$ cat src/rtl/alu_pkg.sv
// Shared definitions for the ALU arbiter: op codes, op-code width, FSM states.
// No logic; constants and types only.
// Imported by the shared ALU and by the arbiter top.
package alu_pkg;

    localparam int OP_W = 3;

    localparam logic [OP_W-1:0] OP_SUM  = 3'd0;
    localparam logic [OP_W-1:0] OP_SUB  = 3'd1;
    localparam logic [OP_W-1:0] OP_AND  = 3'd2;
    localparam logic [OP_W-1:0] OP_OR   = 3'd3;
    localparam logic [OP_W-1:0] OP_SRCB = 3'd4;
    localparam logic [OP_W-1:0] OP_SLT  = 3'd5;

    typedef enum logic [1:0] {
        IDLE = 2'd0,
        EXEC = 2'd1,
        RESP = 2'd2
    } state_t;

endpackage

$ cat src/rtl/alu_share_arbiter_alu.sv
// Shared 32-bit ALU datapath: sum, sub, and, or, pass-B, signed set-less-than.
// Purely combinational, zero cycles of latency.
// No flow control; the owner of the operand registers decides when to sample it.
module alu_share_arbiter_alu
    import alu_pkg::*;
#(
    parameter int WIDTH = 32
) (
    input  logic [WIDTH-1:0] a_i,
    input  logic [WIDTH-1:0] b_i,
    input  logic [OP_W-1:0]  op_i,
    output logic [WIDTH-1:0] y_o,
    output logic             zero_o,
    output logic             err_o
);

    // Result select; illegal codes produce a defined zero result with err set.
    always_comb begin
        y_o   = '0;
        err_o = 1'b0;
        case (op_i)
            OP_SUM:  y_o = a_i + b_i;
            OP_SUB:  y_o = a_i - b_i;
            OP_AND:  y_o = a_i & b_i;
            OP_OR:   y_o = a_i | b_i;
            OP_SRCB: y_o = b_i;
            OP_SLT:  y_o = {{(WIDTH-1){1'b0}}, ($signed(a_i) < $signed(b_i))};
            default: err_o = 1'b1;
        endcase
    end

    assign zero_o = ~|y_o;

endmodule

$ cat src/rtl/alu_share_arbiter.sv
// Round-robin share of one ALU between two valid/ready requesters (ALU_ARB_STATS_EN adds grant counters).
// Latency: accept -> EXEC -> response registered, rsp valid two edges after the ready cycle; one op in flight.
// Backpressure: requests wait (ready low) outside IDLE; a result is held stable until its rsp_ready.
module alu_share_arbiter
    import alu_pkg::*;
#(
    parameter int WIDTH = 32
`ifdef ALU_ARB_STATS_EN
    ,
    parameter int CNT_W = 16
`endif
) (
    input  logic             clk,
    input  logic             rst,

    input  logic             req0_valid,
    output logic             req0_ready,
    input  logic [WIDTH-1:0] req0_a,
    input  logic [WIDTH-1:0] req0_b,
    input  logic [OP_W-1:0]  req0_op,
    output logic             rsp0_valid,
    input  logic             rsp0_ready,
    output logic [WIDTH-1:0] rsp0_data,
    output logic             rsp0_zero,
    output logic             rsp0_err,

    input  logic             req1_valid,
    output logic             req1_ready,
    input  logic [WIDTH-1:0] req1_a,
    input  logic [WIDTH-1:0] req1_b,
    input  logic [OP_W-1:0]  req1_op,
    output logic             rsp1_valid,
    input  logic             rsp1_ready,
    output logic [WIDTH-1:0] rsp1_data,
    output logic             rsp1_zero,
    output logic             rsp1_err
`ifdef ALU_ARB_STATS_EN
    ,
    input  logic             clr_stats,
    output logic [CNT_W-1:0] gnt0_cnt,
    output logic [CNT_W-1:0] gnt1_cnt
`endif
);

    state_t           state_q;
    logic             prio_q;      // port favoured when both request at once
    logic             owner_q;     // port whose operation is in flight
    logic [WIDTH-1:0] a_q;
    logic [WIDTH-1:0] b_q;
    logic [OP_W-1:0]  op_q;

    logic [1:0]       rsp_vld_q;
    logic [1:0]       rsp_zero_q;
    logic [1:0]       rsp_err_q;
    logic [WIDTH-1:0] rsp_dat_q [2];

    logic             gnt;         // 0 selects port 0, 1 selects port 1
    logic             acc;
    logic             rsp_hs;
    logic [WIDTH-1:0] sel_a;
    logic [WIDTH-1:0] sel_b;
    logic [OP_W-1:0]  sel_op;

    logic [WIDTH-1:0] alu_y;
    logic             alu_zero;
    logic             alu_err;

    // Grant, ready and payload select; ready is held low during reset so no
    // requester believes an operation was taken that the FSM will ignore.
    always_comb begin
        gnt        = (req0_valid && req1_valid) ? prio_q : req1_valid;
        req0_ready = (state_q == IDLE) && !rst && req0_valid && !gnt;
        req1_ready = (state_q == IDLE) && !rst && req1_valid &&  gnt;
        acc        = req0_ready || req1_ready;
        sel_a      = gnt ? req1_a  : req0_a;
        sel_b      = gnt ? req1_b  : req0_b;
        sel_op     = gnt ? req1_op : req0_op;
        rsp_hs     = owner_q ? (rsp_vld_q[1] && rsp1_ready)
                             : (rsp_vld_q[0] && rsp0_ready);
    end

    alu_share_arbiter_alu #(
        .WIDTH (WIDTH)
    ) u_alu (
        .a_i    (a_q),
        .b_i    (b_q),
        .op_i   (op_q),
        .y_o    (alu_y),
        .zero_o (alu_zero),
        .err_o  (alu_err)
    );

    // Issue FSM: latch the granted operation, capture the ALU result into the
    // owner's response registers, then hold it until the owner consumes it.
    always_ff @(posedge clk) begin
        if (rst) begin
            state_q      <= IDLE;
            prio_q       <= 1'b0;
            owner_q      <= 1'b0;
            a_q          <= '0;
            b_q          <= '0;
            op_q         <= '0;
            rsp_vld_q    <= '0;
            rsp_zero_q   <= '0;
            rsp_err_q    <= '0;
            rsp_dat_q[0] <= '0;
            rsp_dat_q[1] <= '0;
        end else begin
            case (state_q)
                IDLE: begin
                    if (acc) begin
                        a_q     <= sel_a;
                        b_q     <= sel_b;
                        op_q    <= sel_op;
                        owner_q <= gnt;
                        prio_q  <= ~gnt;
                        state_q <= EXEC;
                    end
                end
                EXEC: begin
                    rsp_dat_q[owner_q]  <= alu_y;
                    rsp_zero_q[owner_q] <= alu_zero;
                    rsp_err_q[owner_q]  <= alu_err;
                    rsp_vld_q[owner_q]  <= 1'b1;
                    state_q             <= RESP;
                end
                RESP: begin
                    if (rsp_hs) begin
                        rsp_vld_q[owner_q] <= 1'b0;
                        state_q            <= IDLE;
                    end
                end
                default: state_q <= IDLE;
            endcase
        end
    end

    assign rsp0_valid = rsp_vld_q[0];
    assign rsp0_data  = rsp_dat_q[0];
    assign rsp0_zero  = rsp_zero_q[0];
    assign rsp0_err   = rsp_err_q[0];
    assign rsp1_valid = rsp_vld_q[1];
    assign rsp1_data  = rsp_dat_q[1];
    assign rsp1_zero  = rsp_zero_q[1];
    assign rsp1_err   = rsp_err_q[1];

`ifdef ALU_ARB_STATS_EN
    logic [CNT_W-1:0] gnt0_cnt_q;
    logic [CNT_W-1:0] gnt1_cnt_q;

    // Saturating per-port grant counters; a clear wins over a same-cycle grant.
    always_ff @(posedge clk) begin
        if (rst || clr_stats) begin
            gnt0_cnt_q <= '0;
            gnt1_cnt_q <= '0;
        end else begin
            if (req0_valid && req0_ready && (gnt0_cnt_q != '1)) begin
                gnt0_cnt_q <= gnt0_cnt_q + 1'b1;
            end
            if (req1_valid && req1_ready && (gnt1_cnt_q != '1)) begin
                gnt1_cnt_q <= gnt1_cnt_q + 1'b1;
            end
        end
    end

    assign gnt0_cnt = gnt0_cnt_q;
    assign gnt1_cnt = gnt1_cnt_q;
`endif

endmodule

$ cat config.mk
export PLATFORM = sky130hd
export DESIGN_NAME = alu_share_arbiter
export DESIGN_NICKNAME = d
export VERILOG_FILES = /design/src/rtl/alu_pkg.sv /design/src/rtl/alu_share_arbiter_alu.sv /design/src/rtl/alu_share_arbiter.sv
export SDC_FILE = /design/constraint.sdc
export NUM_CORES = 1
export LEC_CHECK = 0
export ABC_AREA = 1
export ABC_CLOCK_PERIOD_IN_PS = 4700
export CAP_MARGIN = 20
export CORE_MARGIN = 2
export CORE_UTILIZATION = 50
export DETAILED_ROUTE_END_ITERATION = 6
export HOLD_SLACK_MARGIN = 0.06
export PLACE_DENSITY = 0.87
export SETUP_SLACK_MARGIN = 0.02
export SKIP_LAST_GASP = 1
export SLEW_MARGIN = 0
export SYNTH_ARGS = -nofsm -noshare
export SYNTH_HDL_FRONTEND = slang
export SYNTH_SLANG_ARGS = --single-unit
$ cat constraint.sdc
create_clock -name clk -period 4.7 [get_ports clk]
set_input_delay 0.94 -clock clk [delete_from_list [all_inputs] [get_ports clk]]
set_output_delay 0.94 -clock clk [all_outputs]
set_load 0.01 [all_outputs]
==> results.md <==
- Vias in the first global route: 12,300
- All-Layer GR Usage: 32.3%
- Met2 WL: between 15,000 and 20,000 um
- Dpl ws: 1.07 ns
- Count of final hold-check violations: 0
- Clk slew on worst S/H paths: 0.07 ns
- GPL Wtd Cong: approximately 1.0
- Clock group share of total power: a little under a third
- I/O Buffers: around 210
- End point of the critical path: req0_ready
- Worst-path maximum fanout: 2
- Final Cycle Share: 77.4%
- CTS tree: done
- Synth top area cells: nand2_1 (20%), edfxtp_1 (16%), dfxtp_1 (13%)
- Die ar.: approximately 25,000 um^2
- Count leader, synth: nand2_1
- Status: finished clean
- Critical path class: input pin to output pin
- Num CTS Buffers: 17
- Post-CTS Setup Bufs: 0
- CP peak stage delay: 0.55 ns
- Area growth from synthesis to layout: 23.6%
- Total power: 4.50 mW
- Synth top area share: around 20%
- Top delay family on crit path: buffers and inverters
- WP data arrival: ~2.7 ns
- Slew Limit Fails: 0
- DR DRC count: 0
- Final Setup Violations: 0
- Sequential power share: around a third
- Commonest cells in the netlist: nand2_1 (648), inv_1 (319), nor2_1 (192), nand3_1 (163), ha_1 (100)
- Synthesized flop and latch total: 141
- Post-synth top area cell: nand2_1
- Critical Path Slowest Stage Cell: clkdlybuf4s50_1
- CTS max path bufs: 2
- Minimum clock period: ~3.6 ns
- Number of flops mapped to enable cells by yosys: between 60 and 70
- DR WL/cell: 17.0 um
- Crit path buf inv count: 4
- Die Span Y: approximately 160 um
- Nets@finish: roughly 2,400
- Routed wire length: between 40,000 and 50,000 um
- Remaining Overflow, GRT: 0
- Crit path launch type: input pin
- CTS Root Cell: clkbuf_16
- Slew @ Worst Pin: between 0.8 and 0.9 ns
- Row count: between 50 and 60
- Switching share of power: between 30% and 40%
- CTS Hold Bufs: 0
- Mapped Cells: slightly below 2,000
- Peak Freq: around 280 MHz
- PostCTS Resize Cnt: 0
- Share of layout cells above drive strength 1: roughly 4.4%
- Max H-tree Level: 4
- Pwr Density: around 300 nW/um^2
- ANT cells: 0
- Hold Path Class: flop to flop
- Worst vdd ir: around 0.00021 V
- Metal-1 WL: 18,000 um
- Internal: about 2.7 mW
- Largest net degree at the start of global routing: slightly below 70
- CP required: around 3.8 ns
- Vias/cell: 5.29
- Yosys cell types: 37
- Leakage: about 7 nW
- Hold WS: around 0.47 ns
- Post-Syn Area: between 10,000 and 15,000 um^2
- Reg2reg setup slack: approximately 1.5 ns
- Reg2reg path depth: 18
- Final Skew: 0.00921 ns
- # IOs: ~210
- FFs w/ async S/R, synth: 0%
- Ys flop type: dfxtp_1
- Initial Util: 51.2%
- Core area: 23,600 um^2
- CP Cell Sequence: clkdlybuf4s50_1 -> inv_1 -> o21ai_0 -> inv_1 -> nor2_4 -> clkdlybuf4s50_1
- Fill cell count: ~2,200
- Crit. End Element: output pin
- Average cell area after synthesis: about 6.2 um^2
- Maxcap violations: 0
- Sequential area share after synthesis: between 20 and 30%
- Clock latency on the worst-skew pair: ~0.43 ns
- FF-to-FF End: rsp_zero_q[1]
- DRT Pass-1 Iters: 6
- Relative slew margins: between 40% and 50%
- Width of the chip: approximately 160 um
- First-pass GRT wire length: around 64,000 um
- Unrepaired setup endpoints after global routing: no
- Post-route ant nets: 0
- HPWL Detailed: between 30,000 and 40,000 um
- NetSw: between 1.5 and 2 mW
- Reg2reg start: a_q[2]
- Yosys warns: 0
- Syn_nets: about 2,200
- Clock Sinks: around 140
- Initial antenna violation count: 1
- Critical Path Stages: 6
- DR vias: roughly 13,000
- Setup ws final: around 1.1 ns
- Crit path from: req0_valid
- Setup tns final: 0 ns
- DR top layer: met5
- Routed length on met3: about 3500 um
- Initial DRC count: approximately 1,100
- Combinational fraction of design power: between 30 and 40%
-- registers in the layout, indices dropped and copies added, names as in the netlist, named ones only --
signal / cells
owner_q: 1
b_q: 32
state_q: 2
op_q: 3
rsp_err_q: 2
a_q: 32
rsp_zero_q: 2
prio_q: 1
rsp_dat_q: 64
-- layout make-up --
type                    instances  area (um^2)  share of cell area (%)
clock buffers                  18          439                    2.94
clock inverters                14          135                   0.904
inverters                     338         1270                    8.49
multi-input cells            1397         7050                    47.2
flip-flops and latches        141         3460                    23.2
well taps                     319          399                    2.67
repair buffers                221         2180                    14.6
-- worst min-delay path, delay by kind of cell, from the launching register on --
family,cells,cell delay [ns]
flops,1,0.31
simple gates,1,0.06
compound gates,1,0.05
-- routing by layer --
layer / track usage (%) / vias up
li1: - / 6459
met5: 0 / -
met2: 53.0 / 560
met1: 41.9 / 5862
met3: 6.80 / 72
met4: 11.4 / 2
-- power by group through the flow --
stage          Clock, mW  Sequential, mW  Combinational (mW)
2_1_floorplan          0            1.46                1.10
3_5_place_dp           0            1.46                1.67
3_3_place_gp           0            1.46                1.65
4_1_cts             1.35            1.44                1.68
6_report            1.36            1.44                1.71
5_1_grt             1.40            1.45                1.90
-- through the flow --
stage                     util [%]  std cells  area, um^2
after floorplan                  -       1945       12100
after global placement        60.8       2416       14400
after detailed placement      60.8       2416       14400
after CTS                     63.3       2448       14900
after global routing          63.3       2448       14900
final                         63.3       2448       14900
-- kinds of logic (layout without fill, tap and decap cells) --
group | count (synthesis) | after routing | synth area share, %
AND/OR/NAND/NOR | 1083 | 1083 | 37.3
XOR/XNOR | 1 | 1 | 0.0725
flip-flops | 141 | 141 | 28.7
buffers and inverters | 407 | 591 | 13.2
AO/OA/AOI/OAI | 211 | 211 | 10.1
adder cells (fa/ha/maj) | 102 | 102 | 10.7
-- cells in the final DEF (no fill, tap or decap), types with 2 or more instances in the layout --
master,count
dfxtp_1,77
a31oi_1,67
a21oi_1,78
clkinv_1,9
nor2_2,11
nor3_1,11
buf_4,10
and2_4,2
nand2_2,12
clkinvlp_4,2
ha_1,100
nor3b_1,2
edfxtp_1,64
and2_1,5
inv_6,4
nand3_2,5
clkdlybuf4s50_1,210
o21bai_1,11
clkbuf_16,17
nand2_1,648
nand3_1,163
nor2_4,7
nor2_1,190
nand4_1,21
and3_1,4
fa_1,2
inv_2,11
o22ai_1,30
inv_1,319
o21ai_0,20
clkinv_4,4
-- worst min-delay path by stage --
| stage | slack [ns] | depth (start not counted) | from | end |
|---|---|---|---|---|
| global placement | 0.46 | 2 | prio_q | prio_q |
| detailed placement | 0.46 | 2 | prio_q | prio_q |
| floorplan | 0.44 | 2 | prio_q | prio_q |
| finish | 0.47 | 2 | prio_q | prio_q |
| CTS | 0.47 | 2 | prio_q | prio_q |
| global route | 0.51 | 2 | rsp_zero_q[0] | rsp_zero_q[0] |
Note: power is estimated with default switching activity, not from simulation.
